--- config.mk ---
export PLATFORM = sky130hd
export DESIGN_NAME = uart_tx_frame_controller
export DESIGN_NICKNAME = d
export VERILOG_FILES = /design/src/rtl/uart_tx_frame_controller.sv
export SDC_FILE = /design/constraint.sdc
export NUM_CORES = 1
export LEC_CHECK = 0
export BUFFER_PORTS_ARGS = -buffer_cell sky130_fd_sc_hd__buf_4
export CORE_ASPECT_RATIO = 0.9
export CORE_UTILIZATION = 33
export CTS_CLUSTER_DIAMETER = 50
export DETAILED_ROUTE_END_ITERATION = 10
export SETUP_SLACK_MARGIN = 0.2
export SLEW_MARGIN = 10
export SYNTH_ARGS = -nofsm -noshare
export SYNTH_HDL_FRONTEND = slang
export SYNTH_SLANG_ARGS = --single-unit
--- constraint.sdc ---
create_clock -name clk -period 4.06 [get_ports clk]
set_clock_uncertainty 0.1 [all_clocks]
set_input_delay 0.406 -clock clk [delete_from_list [all_inputs] [get_ports clk]]
set_output_delay 0.406 -clock clk [all_outputs]
set_load 0.01 [all_outputs]
--- src/rtl/uart_tx_frame_controller.sv ---
// UART transmit framer: start, 5..8 data bits LSB first, optional parity,
// 1..2 stop bits, with oversampled bit timing and error injection.
// Ports:
//   cfg*  : frame config, sanitised and latched per accepted byte
//   txData, txValid / txReady : byte handshake
//   tx, busy, frameDone, state : serial line and status
module uart_tx_frame_controller #(
  parameter int DATA_WIDTH = 8,
  parameter int DIV_WIDTH  = 16
) (
  input  logic                  clk,
  input  logic                  reset,
  input  logic [3:0]            cfgDataBits,
  input  logic                  cfgParityEnable,
  input  logic                  cfgParityOdd,
  input  logic [1:0]            cfgStopBits,
  input  logic [4:0]            cfgOverSampling,
  input  logic [DIV_WIDTH-1:0]  cfgBaudDivisor,
  input  logic                  cfgParityErrInject,
  input  logic                  cfgFramingErrInject,
  input  logic [DATA_WIDTH-1:0] txData,
  input  logic                  txValid,
  output logic                  txReady,
  output logic                  tx,
  output logic                  busy,
  output logic                  frameDone,
  output logic [2:0]            state
);

  localparam int IW = $clog2(DATA_WIDTH);

  typedef enum logic [2:0] {
    ST_RESET  = 3'd0,
    ST_START  = 3'd1,
    ST_DATA   = 3'd2,
    ST_PARITY = 3'd3,
    ST_STOP   = 3'd4
  } state_t;

  state_t r_state;
  state_t w_state_nxt;
  logic   r_tx;
  logic   w_tx_nxt;
  logic   r_done;
  logic   w_done_nxt;

  logic [DATA_WIDTH-1:0] r_data;
  logic [IW-1:0]         r_last;
  logic                  r_par_en;
  logic                  r_par_odd;
  logic                  r_two_stop;
  logic [4:0]            r_os_m1;
  logic [DIV_WIDTH-1:0]  r_div_m1;
  logic                  r_perr;
  logic                  r_ferr;

  logic [DIV_WIDTH-1:0]  r_div_cnt;
  logic [4:0]            r_tick_cnt;
  logic [IW-1:0]         r_bit_idx;
  logic                  r_stop_idx;

  logic                  w_xfer;
  logic                  w_tick;
  logic                  w_bit_end;
  logic [IW-1:0]         w_bit_nxt;
  logic [3:0]            w_nbits;
  logic [3:0]            w_last;
  logic [DATA_WIDTH-1:0] w_mask;
  logic                  w_parity;

  assign txReady   = (r_state == ST_RESET) && reset;
  assign w_xfer    = txValid && txReady;
  assign w_tick    = (r_div_cnt == r_div_m1);
  assign w_bit_end = w_tick && (r_tick_cnt == r_os_m1);
  assign w_bit_nxt = r_bit_idx + 1'b1;

  assign tx        = r_tx;
  assign busy      = (r_state != ST_RESET);
  assign frameDone = r_done;
  assign state     = r_state;

  always_comb begin
    w_nbits = cfgDataBits;
    if (cfgDataBits < 4'd5) w_nbits = 4'd5;
    if (cfgDataBits > 4'd8) w_nbits = 4'd8;
    w_last = w_nbits - 4'd1;
  end

  // Only the active low-order bits take part in parity.
  always_comb begin
    w_mask = '0;
    for (int i = 0; i < DATA_WIDTH; i++)
      w_mask[i] = (i <= int'(r_last));
    w_parity = ^(r_data & w_mask) ^ r_par_odd ^ r_perr;
  end

  always_ff @(posedge clk or negedge reset) begin
    if (!reset) begin
      r_state <= ST_RESET;
      r_tx    <= 1'b1;
      r_done  <= 1'b0;
    end else begin
      r_state <= w_state_nxt;
      r_tx    <= w_tx_nxt;
      r_done  <= w_done_nxt;
    end
  end

  always_comb begin
    w_state_nxt = r_state;
    w_tx_nxt    = r_tx;
    w_done_nxt  = 1'b0;
    unique case (r_state)
      ST_RESET: begin
        w_tx_nxt = 1'b1;
        if (w_xfer) begin
          w_state_nxt = ST_START;
          w_tx_nxt    = 1'b0;
        end
      end
      ST_START: begin
        if (w_bit_end) begin
          w_state_nxt = ST_DATA;
          w_tx_nxt    = r_data[0];
        end
      end
      ST_DATA: begin
        if (w_bit_end) begin
          if (r_bit_idx != r_last) begin
            w_tx_nxt = r_data[w_bit_nxt];
          end else if (r_par_en) begin
            w_state_nxt = ST_PARITY;
            w_tx_nxt    = w_parity;
          end else begin
            w_state_nxt = ST_STOP;
            w_tx_nxt    = ~r_ferr;
          end
        end
      end
      ST_PARITY: begin
        if (w_bit_end) begin
          w_state_nxt = ST_STOP;
          w_tx_nxt    = ~r_ferr;
        end
      end
      ST_STOP: begin
        if (w_bit_end) begin
          w_tx_nxt = 1'b1;
          if (r_stop_idx == r_two_stop) begin
            w_state_nxt = ST_RESET;
            w_done_nxt  = 1'b1;
          end
        end
      end
      default: begin
        w_state_nxt = ST_RESET;
        w_tx_nxt    = 1'b1;
      end
    endcase
  end

  always_ff @(posedge clk or negedge reset) begin
    if (!reset) begin
      r_data     <= '0;
      r_last     <= '0;
      r_par_en   <= 1'b0;
      r_par_odd  <= 1'b0;
      r_two_stop <= 1'b0;
      r_os_m1    <= 5'd15;
      r_div_m1   <= '0;
      r_perr     <= 1'b0;
      r_ferr     <= 1'b0;
      r_div_cnt  <= '0;
      r_tick_cnt <= '0;
      r_bit_idx  <= '0;
      r_stop_idx <= 1'b0;
    end else if (w_xfer) begin
      r_data     <= txData;
      r_last     <= w_last[IW-1:0];
      r_par_en   <= cfgParityEnable;
      r_par_odd  <= cfgParityOdd;
      // 0 and 1 mean one stop bit, 2 and 3 mean two.
      r_two_stop <= cfgStopBits[1];
      r_os_m1    <= (cfgOverSampling == 5'd13) ? 5'd12 : 5'd15;
      r_div_m1   <= (cfgBaudDivisor == '0) ? '0 : cfgBaudDivisor - 1'b1;
      r_perr     <= cfgParityErrInject;
      r_ferr     <= cfgFramingErrInject;
      r_div_cnt  <= '0;
      r_tick_cnt <= '0;
      r_bit_idx  <= '0;
      r_stop_idx <= 1'b0;
    end else if (r_state != ST_RESET) begin
      if (w_tick) begin
        r_div_cnt  <= '0;
        r_tick_cnt <= w_bit_end ? 5'd0 : r_tick_cnt + 5'd1;
      end else begin
        r_div_cnt  <= r_div_cnt + 1'b1;
      end
      if (w_bit_end && r_state == ST_DATA) r_bit_idx  <= w_bit_nxt;
      if (w_bit_end && r_state == ST_STOP) r_stop_idx <= 1'b1;
    end
  end

endmodule
Word level (Yosys, flattened, before mapping)
Index checks and enable logic that the tools add are counted.

Flip-flop bits (word level): 67. Input bits: 42. Output and inout bits: 7. Logic and storage cells: 108.

Add/subtract/negate cells: 5. Magnitude comparators: 10. Equal/unequal tests: 16. Multiplexer cells: 39. Bitwise operators: 4. Reductions and logical operators: 18.

Operators with widths (number): $mux 16 (4); $mux 3 (13); $mux 5 (4); $add 16x1->16 const B (1); $eq 16x16->1 (1); $logic_not 16->1 (1); $sub 16x1->16 const B (1); $pmux 3 s5 (1); $mux 1 (14); $ne 2x2->1 const B (7); $le 3x3->1 const A (4); $and 8x8->8 (1); $reduce_bool 2->1 (4); $reduce_xor 8->1 (1); $reduce_and 7->1 (1); $eq 3x2->1 const B (2); $le 2x3->1 const A (2); $reduce_and 2->1 (3); $add 5x1->5 const B (1); $eq 5x4->1 const B (1); $eq 5x5->1 (1); $logic_and 1x1->1 (5); $pmux 1 s5 (1); $gt 4x4->1 const B (1); 16 further kinds (17).

Longest topological paths before layout
Depth after elaboration: 9. Mapped depth: 9. Mapped depth without buffers: 7.

Least setup slack after synthesis
Ideal clock, no wire load.

Path kind: input to register. Start: input port cfgBaudDivisor[4]. End: register r_div_m1[10]. Library setup time: 0.119 ns. Arrival: 1.994 ns. Data required time: 3.841 ns. Slack: 1.847 ns. Stages on the path: 7. Path buffers: 2. Cell sequence: nor4_2 nand3b_1 or4_1 buf_2 o41ai_4 buf_6 o21ai_2.

Cells in the longest elaborated chain, start to end: 2. Elaborated cells between the ends (all ways): 3. Classes of those cells: 1 x add/sub; 1 x mux; 1 x reduce/logical.

Ends and longest elaborated chain: start: declaration (RTL line 18) `input logic [DIV_WIDTH-1:0] cfgBaudDivisor,`; $sub 16x1->16 or $logic_not 16->1 (tied branches) (RTL line 185) `r_div_m1 <= (cfgBaudDivisor == '0) ? '0 : cfgBaudDivisor - 1'b1;`; $mux 16 (*) (RTL line 185); end signal: assignment (RTL line 185); end: declaration (RTL line 53) `logic [DIV_WIDTH-1:0] r_div_m1;`.

Every way passes the cells marked *; elsewhere a longest branch is shown, timed or not. A chain may end at the register's enable or synchronous reset.

Worst setup path in the final report
Start: register r_state[0], in the netlist state[0]. End: register r_tick_cnt[0].

Cells in the longest elaborated chain, start to end: 5. Elaborated cells between the ends (all ways): 8. Classes of those cells: 1 x mux; 7 x reduce/logical.

Ends and longest elaborated chain: start: declaration (RTL line 40) `state_t r_state;`; start signal: assignment (RTL line 103) `r_state <= w_state_nxt;`; $logic_not 3->1 (RTL line 71) `assign txReady = (r_state == ST_RESET) && reset;`; $logic_and 1x1->1 (RTL line 71); $logic_and 1x1->1 (RTL line 72) `assign w_xfer = txValid && txReady;`; $reduce_bool 2->1 (no line); $reduce_and 2->1 (no line); end signal: assignment (RTL line 195) `r_tick_cnt <= w_bit_end ? 5'd0 : r_tick_cnt + 5'd1;`; end: declaration (RTL line 58) `logic [4:0] r_tick_cnt;`.

Parallel ways exist; a longest one is shown, timed or not.

==> results.toml <==
[yosys]
synth_flop_cell = "dfrtp_1"
syn_inst = 389
synth_edf_count = 0
synth-simple-area-share = 0.214
avgSynthCellArea_sq_um = 9.24
synth_warnings = 0
yosys.area_share.adder = 0.0174
netlist_area_sq_um = 3590
synthMuxAreaShare = 0.0268
synth_xor_xnor_area_share = 0.139
synth-seq-area-share = 0.439
syn-num-nets = 436
synth_top_family_by_area = "simple AND/OR/NAND/NOR gates"
async_flop_share = 1.00
synthDistinctLibCells = 49
synth-compound-area-share = 0.130
synth-seq-cells = 63

[worst_setup_path]
rr_startpoint = "state[0]"
path_class = "flip-flop to flip-flop"
cpPeakStageDelay_ps = 620
cp-end-kind = "flip-flop"
cp.arrival_ps = 2670
crit_fanout = 17
crit_path_start = "state[0]"
critPathRequiredTime_ps = 4200
cp_num_buf_inv = 0
crit_chain = "nor3_1 -> and3_1 -> o21a_1 -> nand3_1 -> o21ai_0"
crit_path_top_delay_cell = "nor3_1"
crit_family = "simple AND/OR/NAND/NOR gates"
startpoint_type = "flip-flop"

[power_and_ir_drop]
seqPwrFrac = 0.401
internal_power_mw = 1.88
swShare = 0.321
pwr-share-clk = 0.313
static-leakage-power_nw = 1.96
p_comb_frac = 0.286
power.density_nw_per_um2 = 625
p_sw_mw = 0.886
ir_worst_vdd_mv = 0.279

[die]
die_w_um = 112
num_rows = 35
initial_core_util = 0.345
die-area_sq_um = 11300
core_area_sq_um = 10400
die_h_um = 101
io_pins = 49

[drt]
drc = 1
drtIter0Drc = 116
viasPerCell = 4.99
firstDrtPassIters = 7
wl_per_cell_um = 13.5
drt-total-wl_um = 7670
ant_nets = 0
via_count = 2846

[outcome]
status = "finished, violations left"
violations = "design-rule violations"

[timing]
drv_slew = 0
worstMarginPinSlew_ps = 678
max-slew-margin-rel = 0.545
finalCritPeriodShare = 0.623
holdWs_ps = 165
post-route-min-period_ps = 2530
setup_viol = 0
setup_tns_ps = 0
max_freq_ghz = 0.396
finalHoldViolCount = 0
rsz0062_at_grt = "false"

[global_routing]
grt_antenna_before_repair = 0
grt_pass1_wl_um = 13400
grt_overflow = 0
grt_max_degree = 53
grt_use_total = 0.149
first_global_vias = 2802

[clock_network]
root_buffer = "clkbuf_16"
cts_resized = 0
insertion_delay_ps = 330
clkTransAtPathRegs_ps = 50
ctsLongestPathBuffers = 2
htree_levels = 3
cts_tree = "done"
post_cts_buffers = 0
numCtsBuffers = 9
clock_sinks = 63

[finish]
nets = 483
drive_above_1_share = 0.197
num_antenna_cells = 0
syn_to_final_growth_pct = 23.0

[place]
post-dp-hpwl_um = 5510
gp_congestion = 0.789
portBuffers = 47

[hold_path]
hp-start = "txData[6]"
hp-class = "input port to flip-flop"

[job]
maxCapViolCount = 0
[metal layers]
metal  global-route usage  up-vias  wire length, um
met2                0.231       52             3500
met5                    0        -                0
met4               0.0421        0              108
li1                     -     1433                -
met1                0.202     1351             3790
met3               0.0457       10              281
[flip-flops by register name, summed over array words and instances, names as in the netlist, 3 cells and up]
| signal | count |
|---|---|
| r_bit_idx | 3 |
| r_data | 8 |
| r_div_cnt | 16 |
| r_div_m1 | 16 |
| r_last | 3 |
| r_tick_cnt | 5 |
| state | 3 |
[final timing paths]
check | to | slack (ps) | cells past startpoint
max in group asynchronous | r_div_cnt[11] | 2580 | 3
hold reg to reg | r_two_stop | 390 | 2
setup / recovery | r_tick_cnt[0] | 1530 | 5
hold / removal | r_data[6] | 170 | 3
setup reg to reg | r_tick_cnt[0] | 1530 | 5
min in group asynchronous | r_two_stop | 380 | 2
[power groups by stage]
stage          Sequential [mW]  Combinational, mW  Clock [mW]
2_1_floorplan             1.02              0.651           0
6_report                  1.11              0.791       0.866
3_3_place_gp              1.11              0.769           0
3_5_place_dp              1.12              0.793           0
5_1_grt                   1.14              0.907       0.912
4_1_cts                   1.11              0.800       0.880
[stage by stage]
stage | area (sq um) | worst slack, ps | std cells | util | total power, mW
floorplan | 3590 | 1850 | 389 | - | 1.67
global placement | 4070 | 1430 | 553 | 0.390 | 1.88
global route | 4420 | 1230 | 570 | 0.424 | 2.96
CTS | 4420 | 1500 | 570 | 0.424 | 2.79
finish | 4420 | 1530 | 570 | 0.424 | 2.76
detailed placement | 4070 | 1400 | 553 | 0.390 | 1.91
[cell type report]
cell class                 instances  area, sq um
clock buffer                      14          284
clock inverter                     2         60.1
fill                            1033         6000
inverter                          12         45.0
multi-input combinational        297         1890
sequential                        63         1580
tap                              129          161
timing repair buffer              53          400
[cells in the mapped netlist, drive strengths merged, types with 3 or more instances]
master | number | share of area
o21ai | 27 | 0.048
dfrtp | 61 | 0.42
nand3b | 3 | 0.0063
or4 | 5 | 0.010
xor2 | 20 | 0.049
o21a | 3 | 0.0063
a21oi | 11 | 0.015
nand4 | 11 | 0.019
o31ai | 6 | 0.013
nor2 | 33 | 0.034
and3 | 7 | 0.012
nand4b | 3 | 0.0073
ha | 5 | 0.017
nand2 | 70 | 0.073
nand2b | 3 | 0.0052
clkbuf | 11 | 0.011
xnor2 | 37 | 0.090
mux2i | 4 | 0.011
nand3 | 12 | 0.017
buf | 6 | 0.010
nor4 | 6 | 0.014
nor3 | 3 | 0.0042
inv | 12 | 0.013
a31oi | 4 | 0.0070
[layout by cell type (no fill, tap or decap), drive strengths merged, types with 2 or more instances in the layout]
cell type  count
inv           12
nand3b         3
nand4b         3
nand2         70
a31oi          4
xnor2         37
nor4           6
nor3           3
nor2b          2
o21a           3
or4            5
clkbuf        14
xor2          20
a211oi         2
dfstp          2
buf           52
o211ai         2
nand2b         3
a211o          2
and3           7
dfrtp         61
nor2          33
o21ai         27
mux2i          4
o31ai          6
mux4           2
nand3         12
a21oi         11
bufinv         2
ha             5
nand4         11
[worst reg2reg max path, cell delays in order (launching register included)]
cell	delay [ps]
dfrtp_1	500
nor3_1	620
and3_1	270
o21a_1	530
nand3_1	220
o21ai_0	200
[cell families after synthesis]
family / Yosys count
buffers and inverters: 29
adders and majority gates: 5
and+or+nand+nor: 162
DFF: 63
AOI/OAI and AO/OA: 66
xor gates and xnor gates: 57
muxes: 7
[what timing repair did]
| item | 4_1_cts | 5_1_grt |
|---|---|---|
| hold endpoints to repair | 11 | 0 |
| hold buffers | 1 | 0 |
| endpoints found under the setup margin | 0 | 0 |
(Power assumes the default switching activity.)
